--- src/rtl/booth_ctrl.sv ---
// Control sequencer for a radix-2 Booth multiplier (A/M/Q registers + add/sub unit).
// Optional macro BOOTH_CYCLE_CNT_EN adds the 8-bit 'cycles' operation-length report.
module booth_ctrl #(
   parameter int N  = 4,
   parameter int CW = 4
) (
   input  logic       clk,
   input  logic       reset_n,
   input  logic       start,
   input  logic       q0,
   input  logic       q_1,
   output logic       carga_m,
   output logic       carga_q,
   output logic       clr_a,
   output logic       carga_a,
   output logic       resta,
   output logic       desplaza,
   output logic       busy,
   output logic       done
`ifdef BOOTH_CYCLE_CNT_EN
   ,output logic [7:0] cycles
`endif
);

   typedef enum logic [2:0] {
      S_IDLE, S_LOAD, S_TEST, S_ADD, S_SHIFT, S_DONE
   } state_t;

   state_t        state_q, state_d;
   logic [CW-1:0] cnt_q, cnt_d;
   logic          resta_d;

   always_comb begin
      state_d = state_q;
      cnt_d   = cnt_q;
      resta_d = 1'b0;
      case (state_q)
         S_IDLE:  if (start) state_d = S_LOAD;
         S_LOAD: begin
            cnt_d   = CW'(N);
            state_d = S_TEST;
         end
         S_TEST: begin
            case ({q0, q_1})
               2'b01:   state_d = S_ADD;
               2'b10: begin
                  state_d = S_ADD;
                  resta_d = 1'b1;
               end
               default: state_d = S_SHIFT;
            endcase
         end
         S_ADD:   state_d = S_SHIFT;
         S_SHIFT: begin
            cnt_d   = cnt_q - CW'(1);
            state_d = (cnt_q == CW'(1)) ? S_DONE : S_TEST;
         end
         S_DONE:  state_d = S_IDLE;
         default: state_d = S_IDLE;
      endcase
   end

   // Outputs are decoded from the next state so every strobe is a flop (Moore, registered).
   always_ff @(posedge clk or negedge reset_n) begin
      if (!reset_n) begin
         state_q  <= S_IDLE;
         cnt_q    <= '0;
         carga_m  <= 1'b0;
         carga_q  <= 1'b0;
         clr_a    <= 1'b0;
         carga_a  <= 1'b0;
         resta    <= 1'b0;
         desplaza <= 1'b0;
         busy     <= 1'b0;
         done     <= 1'b0;
      end else begin
         state_q  <= state_d;
         cnt_q    <= cnt_d;
         carga_m  <= (state_d == S_LOAD);
         carga_q  <= (state_d == S_LOAD);
         clr_a    <= (state_d == S_LOAD);
         carga_a  <= (state_d == S_ADD);
         resta    <= resta_d;
         desplaza <= (state_d == S_SHIFT);
         busy     <= (state_d != S_IDLE);
         done     <= (state_d == S_DONE);
      end
   end

`ifdef BOOTH_CYCLE_CNT_EN
   logic [7:0] cyc_q, cyc_d, cycles_d;

   // cyc_q reads k-1 in the k-th busy cycle; the DONE snapshot is the op length minus one.
   always_comb begin
      cyc_d    = cyc_q;
      cycles_d = cycles;
      if (state_d == S_LOAD)
         cyc_d = '0;
      else if (state_q != S_IDLE && cyc_q != 8'hFF)
         cyc_d = cyc_q + 8'd1;
      if (state_d == S_DONE)
         cycles_d = cyc_d;
   end

   always_ff @(posedge clk or negedge reset_n) begin
      if (!reset_n) begin
         cyc_q  <= '0;
         cycles <= '0;
      end else begin
         cyc_q  <= cyc_d;
         cycles <= cycles_d;
      end
   end
`endif

endmodule
--- config.mk ---
export PLATFORM = sky130hd
export DESIGN_NAME = booth_ctrl
export DESIGN_NICKNAME = d
export VERILOG_FILES = /design/src/rtl/booth_ctrl.sv
export SDC_FILE = /design/constraint.sdc
export NUM_CORES = 1
export LEC_CHECK = 0
export CORE_MARGIN = 2
export CORE_UTILIZATION = 45
export CTS_CLUSTER_SIZE = 12
export DETAILED_ROUTE_END_ITERATION = 12
export PLACE_DENSITY = 0.72
export SETUP_SLACK_MARGIN = 0.4
export SYNTH_ARGS = -nofsm -noshare
export SYNTH_HDL_FRONTEND = slang
export SYNTH_SLANG_ARGS = --single-unit
--- constraint.sdc ---
create_clock -name clk -period 1.85 [get_ports clk]
set_input_delay 0.185 -clock clk [delete_from_list [all_inputs] [get_ports clk]]
set_output_delay 0.185 -clock clk [all_outputs]
set_load 0.1 [all_outputs]
Word level (Yosys, flattened, before mapping)
Index checks and enable logic that the tools add are counted.

word-level totals
  output and inout port bits = 8
  word-level logic and storage cells = 31
  input port bits = 5
  bits in registers = 13

operators by class
  reductions and logical operators = 4
  equal/unequal tests = 11
  muxes and demuxes = 7
  add/sub/neg operators = 1

operator list
  operator               number
  $pmux W3 S5            1
  $eq A3 B2 Y1 const B   3
  $eq A3 B3 Y1 const B   3
  $mux W3                3
  $pmux W4 S2            1
  $eq A3 B1 Y1 const B   2
  $eq A4 B1 Y1 const B   1
  $sub A4 B1 Y4 const B  1
  $logic_not A3 Y1       1
  $reduce_bool A3 Y1     1
  $eq A2 B1 Y1 const B   1
  $eq A2 B2 Y1 const B   1
  $mux W1                2
  $reduce_bool A2 Y1     1
  $reduce_or A2 Y1       1

Logic depth before layout (Yosys ltp)
Gate-level depths: netlist (run 1).

  word-level depth = 5
  mapped depth = 5
  mapped depth without buffers = 5

Worst setup path before layout (run 1)
No wires, ideal clock.

  kind = register -> output
  from = register, netlist name clr_a
  to = output port carga_q
  arrival = 1.341 ns
  buffers on the path = 1
  cell stages (with the launch flop) = 2
  setup slack = 0.324 ns
  data required time = 1.665 ns
  cell sequence = dfrtp_1 buf_4

RTL lines
  item           line  source
  end, declared  13    output logic carga_q,

Worst setup path after layout (run 1)
  from = register cnt_q[1]
  to = register cnt_q[3]

on the way
  cells in the longest elaborated chain, start to end = 2

ends and longest elaborated chain
  item                    line  source
  start, declared         30    logic [CW-1:0] cnt_q, cnt_d;
  start signal, assigned  78    cnt_q <= cnt_d;
  $sub A4 B1 Y4           55    cnt_d = cnt_q - CW'(1);
  $pmux W4 S2             37    case (state_q)

No other way between the ends.
A chain may end at the register's enable or synchronous reset.

==> impl_metrics.toml, run 1 <==
[timing]
final.setup.tns_ns = 0
tightest_slew_ns = 0.563
finalMaxSlewViolations = 0
whs_ns = 0.268
setup_viol = 0
timing.final.crit_share_pct = 75.2
max_freq_mhz = 718
layout_min_cycle_time_ns = 1.39
finClkSkew_ns = 0.00723
relSlewSlack_pct = 62.4
hold_viol_final = 0
rsz0062_at_grt = "false"

[route]
drtIter0Drc = 9
ant_nets = 0
vias = 472
vias_per_cell = 5.30
drcViolationCount = 0
wl_per_cell_um = 13.3
firstDrtPassIters = 4
finalWirelength_um = 1190

[setup_path]
path_max_fanout = 4
crit_arrival_ns = 1.56
crit_path_top_delay_cell = "dfrtp_1"
r2r.worst_path.cells = 3
critPathMaxStageDelay_ns = 0.42
criticalPathCategory = "reg -> reg"
reg2reg_slack_ns = 0.46
r2r_start = "cnt_q[1]"
crit_chain = "or3_1 -> o221a_1 -> a211o_1"
crit_required_ns = 2.02
crit-reg2reg-capture = "cnt_q[3]"
startpoint_type = "register"
endpoint_kind = "register"

[global_route]
grt_pass1_wl_um = 1980
first_global_vias = 446
antenna_found_initial = 0
grt_usage_pct = 18.5
grt_max_degree = 15
grt-ovfl-total = 0

[finish]
fin_nets = 83
syn2layout_area_growth_pct = 21.7
fillers = 112
layout-drive-gt1-share_pct = 21.6
antenna_cells = 0

[synth]
syn_avg_cell_area_um2 = 10.2
yosysMostFrequentCell = "dfrtp_1"
synth_area_leaders = "dfrtp_1 52%, ha_1 6.0%, inv_1 3.6%"
yosysWarnings = 0
synth_cells = 61
synth-main-ff-cell = "dfrtp_1"
ys_types = 25
syn_nets = 69
synth_top_area_share_pct = 52.2
syn_area_um2 = 623
synthTopCellsByCount = "13 x dfrtp_1, 6 x inv_1, 4 x nand2_1, 4 x nor2_1"
async_reset_ff_share_pct = 100
yosysSeqAreaShare_pct = 52.2
synth-edff-count = 0
synth_seq_cells = 13
yosys.area.top_type = "dfrtp_1"

[job]
drv_cap = 0

[floorplan]
core_area_mm2 = 0.00130
row_count = 13
die_area_mm2 = 0.00170
die_w_um = 41.2
floorplan.initialDensity_pct = 47.9
die_h_um = 41.2
io_pins = 13

[clock_network]
clk_pin_slew_ns = 0.08
htreeDepth = 1
cts_tree = "yes"
holdBufCountCts = 0
cts_made_buffers = 3
clock_latency_ns = 0.27
cts_root_buffer = "clkbuf_4"
clk_path_buf_depth = 2
cts.sinks = 13
postCtsSetupBuffers = 0

[outcome]
status = "finished, final reports clean"

[placement]
place.gp.congestion = 0.809
portBuffers = 12
place_hpwl_um = 889

[hold_path]
hold_class = "in -> async"
[cells by family (layout without fill, tap and decap cells)]
logic type	after synthesis	in the layout	synth area share (%)
flip-flops	13	13	52.2
AO/OA/AOI/OAI	15	15	17.7
AND/OR/NAND/NOR	20	20	16.5
buffers and inverters	10	23	7.63
adder cells (fa/ha/maj)	3	3	6.02
[area by class of cell]
class,instances,area (um2),share of cell area (%)
flip-flops and latches,13,327,43.1
well taps,15,18.8,2.48
repair buffers,13,108,14.2
clock inverters,1,5.00,0.660
clock buffers,3,22.5,2.97
inverters,6,22.5,2.97
multi-input cells,38,255,33.7
[cell usage in the layout (no fill, tap or decap), drive strengths merged]
master / n
a211o: 1
a21oi: 3
a22o: 2
and3: 1
buf: 9
clkbuf: 3
clkdlybuf4s50: 4
clkinv: 1
dfrtp: 13
ha: 3
inv: 6
nand2: 4
nand2b: 2
nand3: 2
nor2: 4
nor3: 2
nor3b: 2
nor4: 1
o211ai: 1
o21ai: 3
o221a: 1
o22a: 2
o31ai: 1
o32ai: 1
or2: 1
or3: 1
[metrics by stage]
stage / instance area, um2 / util, % / setup slack, ns / instances
floorplan: 624 / - / 0.560 / 61
global placement: 726 / 55.8 / 0.425 / 85
detailed placement: 726 / 55.8 / 0.395 / 85
CTS: 753 / 57.9 / 0.460 / 89
global route: 758 / 58.3 / 0.420 / 89
finish: 758 / 58.3 / 0.458 / 89
[repair_timing]
action / in CTS / in global routing
hold endpoints to repair: 0 / 0
endpoints found under the setup margin: 0 / 3
gates resized for setup: 0 / 1
[flip-flops by register name (all words and copies together), names as in the netlist]
register  count
carga_a       1
state_q       3
cnt_q         4
desplaza      1
busy          1
done          1
resta         1
clr_a         1
[worst max-delay path by stage]
stage             start    endpoint  slack, ns  cells past startpoint
6_report       cnt_q[1]    cnt_q[3]       0.46                      3
3_3_place_gp        q_1  state_q[1]       0.42                      6
2_1_floorplan  cnt_q[1]    cnt_q[3]       0.56                      3
5_1_grt        cnt_q[1]    cnt_q[3]       0.42                      3
4_1_cts        cnt_q[1]    cnt_q[3]       0.46                      3
3_5_place_dp        q_1  state_q[1]       0.39                      6
[per-layer routing]
| layer | global-route usage, % | share of wire [%] | vias up |
|---|---|---|---|
| li1 | - | - | 239 |
| met1 | 25.4 | 47 | 223 |
| met2 | 27.3 | 49 | 8 |
| met3 | 3.26 | 2.5 | 2 |
| met4 | 9.68 | 0.84 | 0 |
| met5 | 0 | 0 | - |
[worst max-delay path, delay by kind of cell, from the launching register on]
| family | cells | cell delay (ns) |
|---|---|---|
| DFF | 1 | 0.42 |
| and+or+nand+nor | 1 | 0.42 |
| AOI/OAI and AO/OA | 2 | 0.45 |
Power of run 1 is not shown: default switching activity piles up to over one toggle a cycle in this logic, so the estimate is an artifact.
==> run 2: changes to the inputs <==
- clock period: 1.85 -> 1.3 ns (I/O delays scaled with it)
==> run 2 against run 1 <==
The run now ends with setup timing left. Clock-buffer cell count grew 1. Non-clock buffer count grew 18. Via count grew 31%. Final cell count grew 20%. First-iteration DRC count grew 100%. Utilization grew 33 points. Die area is the same. Sequential cell count is the same. Sequential share of layout area shrank 15 points. Critical path type unchanged. Largest cell class is now multi-input combinational cells.
==> impl_metrics.toml, run 2 (same netlist as run 1, synthesis figures left out) <==
[setup_path]
critPathLaunch = "cnt_q[0]"
criticalPathCategory = "reg -> reg"
crit-reg2reg-capture = "cnt_q[3]"
r2r_start = "cnt_q[0]"
r2r.worst_path.cells = 3
cp-endpoint = "cnt_q[3]"
startpoint_type = "register"
crit_arrival_ns = 1.56
path_max_fanout = 5
reg2reg_slack_ns = -0.08
endpoint_kind = "register"
crit_required_ns = 1.48

[route]
finalWirelength_um = 2160
drcViolationCount = 0
wl_per_cell_um = 20.2
vias_per_cell = 5.76
firstDrtPassIters = 4
ant_nets = 0
drtIter0Drc = 18
vias = 616

[placement]
place_hpwl_um = 874
portBuffers = 12
dp_cells = 93
dp_slack_ns = -0.155
place.gp.congestion = 0.871

[clock_network]
cts_tree = "yes"
cts_root_buffer = "clkbuf_4"
clk_pin_slew_ns = 0.08
cts.sinks = 13
cts_made_buffers = 3
clock_latency_ns = 0.29
clk_path_buf_depth = 2
htreeDepth = 1
holdBufCountCts = 0

[outcome]
status = "finished with violations"
violations = "setup timing"

[global_route]
grt_usage_pct = 26.6
first_global_vias = 545
grt-ovfl-total = 0
antenna_found_initial = 0
grt_max_degree = 14
grt_pass1_wl_um = 2680

[timing]
final.setup.tns_ns = -0.0772
timing.final.crit_share_pct = 106
finClkSkew_ns = 0.00521
setup_viol = 1
hold_viol_final = 0
rsz0062_at_grt = "true"
finalMaxSlewViolations = 0
layout_min_cycle_time_ns = 1.38
relSlewSlack_pct = 85.4
max_freq_mhz = 726
tightest_slew_ns = 0.218
setup_slack_ns = -0.0772

[floorplan]
row_count = 13
core_area_mm2 = 0.00130
die_area_mm2 = 0.00170
die_w_um = 41.2
floorplan.initialDensity_pct = 47.9
io_pins = 13
die_h_um = 41.2

[power]
power.total_mw = 3.31
leakagePower_nw = 0.515
ir_drop_v = 0.00183
power.density_mw_per_mm2 = 2780

[finish]
instances_no_fill = 107
syn2layout_area_growth_pct = 91.4
antenna_cells = 0
top_register = "cnt_q"
largest_reg_flops = 4
fin_nets = 101
top_regs = "cnt_q (4), state_q (3)"
final_core_util_pct = 91.6
layout-drive-gt1-share_pct = 70.7
layout_commonest_cell = "buf_6"
final_cell_mix = "10 x buf_6, 9 x buf_4, 8 x buf_12"

[job]
drv_cap = 0

[hold_path]
hold_class = "in -> async"
[run 2: cell count changes in the layout (fill, tap and decap cells not counted), sizes merged]
cell,delta
clkdlybuf4s50,-2
clkbuf,+1
clkinv,-1
dlygate4sd2,+2
buf,+18
[run 2: routing by layer]
metal  vias to the layer above  track usage [%]  wire length, um
li1                        279                -                -
met1                       304             33.0              871
met2                        24             43.8             1110
met3                         9             3.26               91
met4                         0             16.1               84
met5                         -                0                0
[run 2: power breakdown]
part           internal, mW  total [mW]  switching, mW
registers             0.559       0.733          0.174
logic                  1.03        2.31           1.28
clock network         0.120       0.265          0.146
[run 2: worst max-delay path, stage by stage (launching register included)]
cell	delay (ns)
dfrtp_2	0.47
or3_4	0.36
o221a_1	0.21
a211o_1	0.22
[run 2: how the worst min path moves through the flow]
stage                           to  cells past startpoint
final                         busy                      2
after detailed placement  cnt_q[0]                      2
after floorplan               busy                      0
after CTS                 cnt_q[1]                      2
after global routing      cnt_q[1]                      2
after global placement    cnt_q[0]                      2
[run 2: repair_timing]
| action | CTS | global route |
|---|---|---|
| buffers inserted | 6 | 4 |
| gates resized for setup | 28 | 22 |
| pin swaps | 10 | 5 |
| endpoints found under the setup margin | 21 | 21 |
[run 2: final cells by class]
cell class              instances  area [um2]
clock buffers                   4        26.3
fillers                        47         109
repair buffers                 31         378
well taps                      15        18.8
inverters                       6        30.0
multi-input cells              38         402
flip-flops and latches         13         338
[run 2: through the flow]
| step | area, um2 | hold WS [ns] |
|---|---|---|
| 2_1_floorplan | 658 | -0.166 |
| 3_3_place_gp | 905 | 0.453 |
| 3_5_place_dp | 905 | 0.446 |
| 4_1_cts | 1080 | 0.151 |
| 5_1_grt | 1190 | 0.152 |
| 6_report | 1190 | 0.138 |
Power figures use the tool's default switching activity.
==> run 3: changes to the inputs <==
- CORE_UTILIZATION: 45 -> 47
- PLACE_DENSITY: 0.72 -> 0.74
- SKIP_LAST_GASP: not set -> 1
==> run 3 against run 2 <==
The flow still finishes with violations (setup timing). Sequential power shrank 0.5%. Sequential share of layout area grew 1.3 points. Final cell count shrank 3.7%. Clock skew shrank 0.0030 ns. Via count shrank 1.8%. Largest power group unchanged. Highest routed layer unchanged.
==> impl_metrics.toml, run 3 (same netlist as run 1, synthesis figures left out) <==
[hold_path]
hold_class = "in -> async"

[route]
wl_per_cell_um = 17.6
ant_nets = 0
met3WireLength_um = 108
firstDrtPassIters = 5
vias = 605
dr_wl_met2_um = 880
wl_met1_um = 737
vias_per_cell = 5.87
top_layer_used = "met4"
drtIter0Drc = 8
finalWirelength_um = 1810
drcViolationCount = 0

[finish]
instances_no_fill = 103
final_cell_mix = "9 x buf_4, 8 x buf_12, 7 x dfrtp_2"
layout-drive-gt1-share_pct = 65.9
final_core_util_pct = 89.8
syn2layout_area_growth_pct = 82.9
largest_reg_flops = 4
antenna_cells = 0
final_area_mm2 = 0.00114
top_register = "cnt_q"
layout_commonest_cell = "buf_4"
fin_nets = 97
top_regs = "cnt_q (4), state_q (3)"

[clock_network]
clk_pin_slew_ns = 0.08
cts.sinks = 13
cts_tree = "yes"
htreeDepth = 1
cts_made_buffers = 3
cts_root_buffer = "clkbuf_4"
holdBufCountCts = 0
clk_path_buf_depth = 2
clock_latency_ns = 0.28

[setup_path]
endpoint_kind = "register"
crit_arrival_ns = 1.52
startpoint_type = "register"
crit_chain = "or3_4 -> o221a_1 -> a211o_1"
critPathBufInv = 0
crit_path_top_delay_cell = "dfrtp_2"
critPathTopFamily = "flip-flops"
critPathMaxStageDelay_ns = 0.46
crit_required_ns = 1.47
criticalPathCategory = "reg -> reg"
path_max_fanout = 4

[placement]
portBuffers = 12
dp_slack_ns = -0.117
place.gp.congestion = 0.881
place_hpwl_um = 990
dp_cells = 93
place_area_um2 = 905

[floorplan]
die_h_um = 40.4
die_area_mm2 = 0.00163
io_pins = 13
die_w_um = 40.4
row_count = 13
core_area_mm2 = 0.00127
floorplan.initialDensity_pct = 49.1

[timing]
setup_viol = 1
final.setup.tns_ns = -0.0557
rsz0062_at_grt = "true"
whs_ns = 0.151
relSlewSlack_pct = 83.3
hold_viol_final = 0
layout_min_cycle_time_ns = 1.36
finClkSkew_ns = 0.00221
tightest_slew_ns = 0.251
finalMaxSlewViolations = 0
max_freq_mhz = 738
setup_slack_ns = -0.0557
timing.final.crit_share_pct = 104

[global_route]
grt_pass1_wl_um = 2510
antenna_found_initial = 0
grt_max_degree = 14
grt-ovfl-total = 0
first_global_vias = 573
grt_usage_pct = 24.7

[power]
ir_drop_v = 0.00168
power.density_mw_per_mm2 = 2730
power.total_mw = 3.11
leakagePower_nw = 0.508

[job]
drv_cap = 0

[outcome]
violations = "setup timing"
status = "finished with violations"
==> run 3: cell types whose count changed in the layout (fill, tap and decap cells not counted), moves of 2 or more <==
cell            before  now
inv_2                2    4
dlymetal6s2s_1       0    2
buf_6               10    6
dlygate4sd2_1        2    0
==> run 3: repair_timing <==
| action | CTS | global route |
|---|---|---|
| setup endpoints to repair | 21 | 21 |
| setup buffers | 3 | 3 |
| resized for setup | 18 | 23 |
| pin swaps | 7 | 9 |
==> run 3: layer usage <==
metal / up-vias / GRT usage [%]
li1: 270 / -
met1: 296 / 31.5
met2: 27 / 38.1
met3: 12 / 6.67
met4: 0 / 12.5
met5: - / 0
==> run 3: path summary, 6_finish.rpt <==
kind | end | slack (ns) | cells past startpoint | startpoint
setup / recovery | cnt_q[3] | -0.06 | 3 | cnt_q[0]
hold reg to reg | cnt_q[3] | 0.61 | 1 | cnt_q[3]
hold / removal | cnt_q[1] | 0.15 | 2 | reset_n
setup reg to reg | cnt_q[3] | -0.06 | 3 | cnt_q[0]
max in group asynchronous | clr_a | 0.97 | 2 | reset_n
min in group clk | resta | 0.27 | 3 | q0
==> run 3: where the power goes <==
group          internal [mW]  switching, mW
Clock                  0.119          0.132
Sequential             0.559          0.169
Combinational          0.940           1.19
Total                   1.62           1.49
==> run 3: worst reg2reg max path, cell delays in order (launching register included) <==
cell and delay [ns]:
dfrtp_2 0.46, or3_4 0.35, o221a_1 0.21, a211o_1 0.22
==> run 3: layout make-up <==
type / instances / area [um2]
sequential: 13 / 338
clock buffer: 4 / 26.3
multi-input combinational: 38 / 392
fill: 53 / 129
inverter: 6 / 25.0
tap: 15 / 18.8
timing repair buffer: 27 / 340
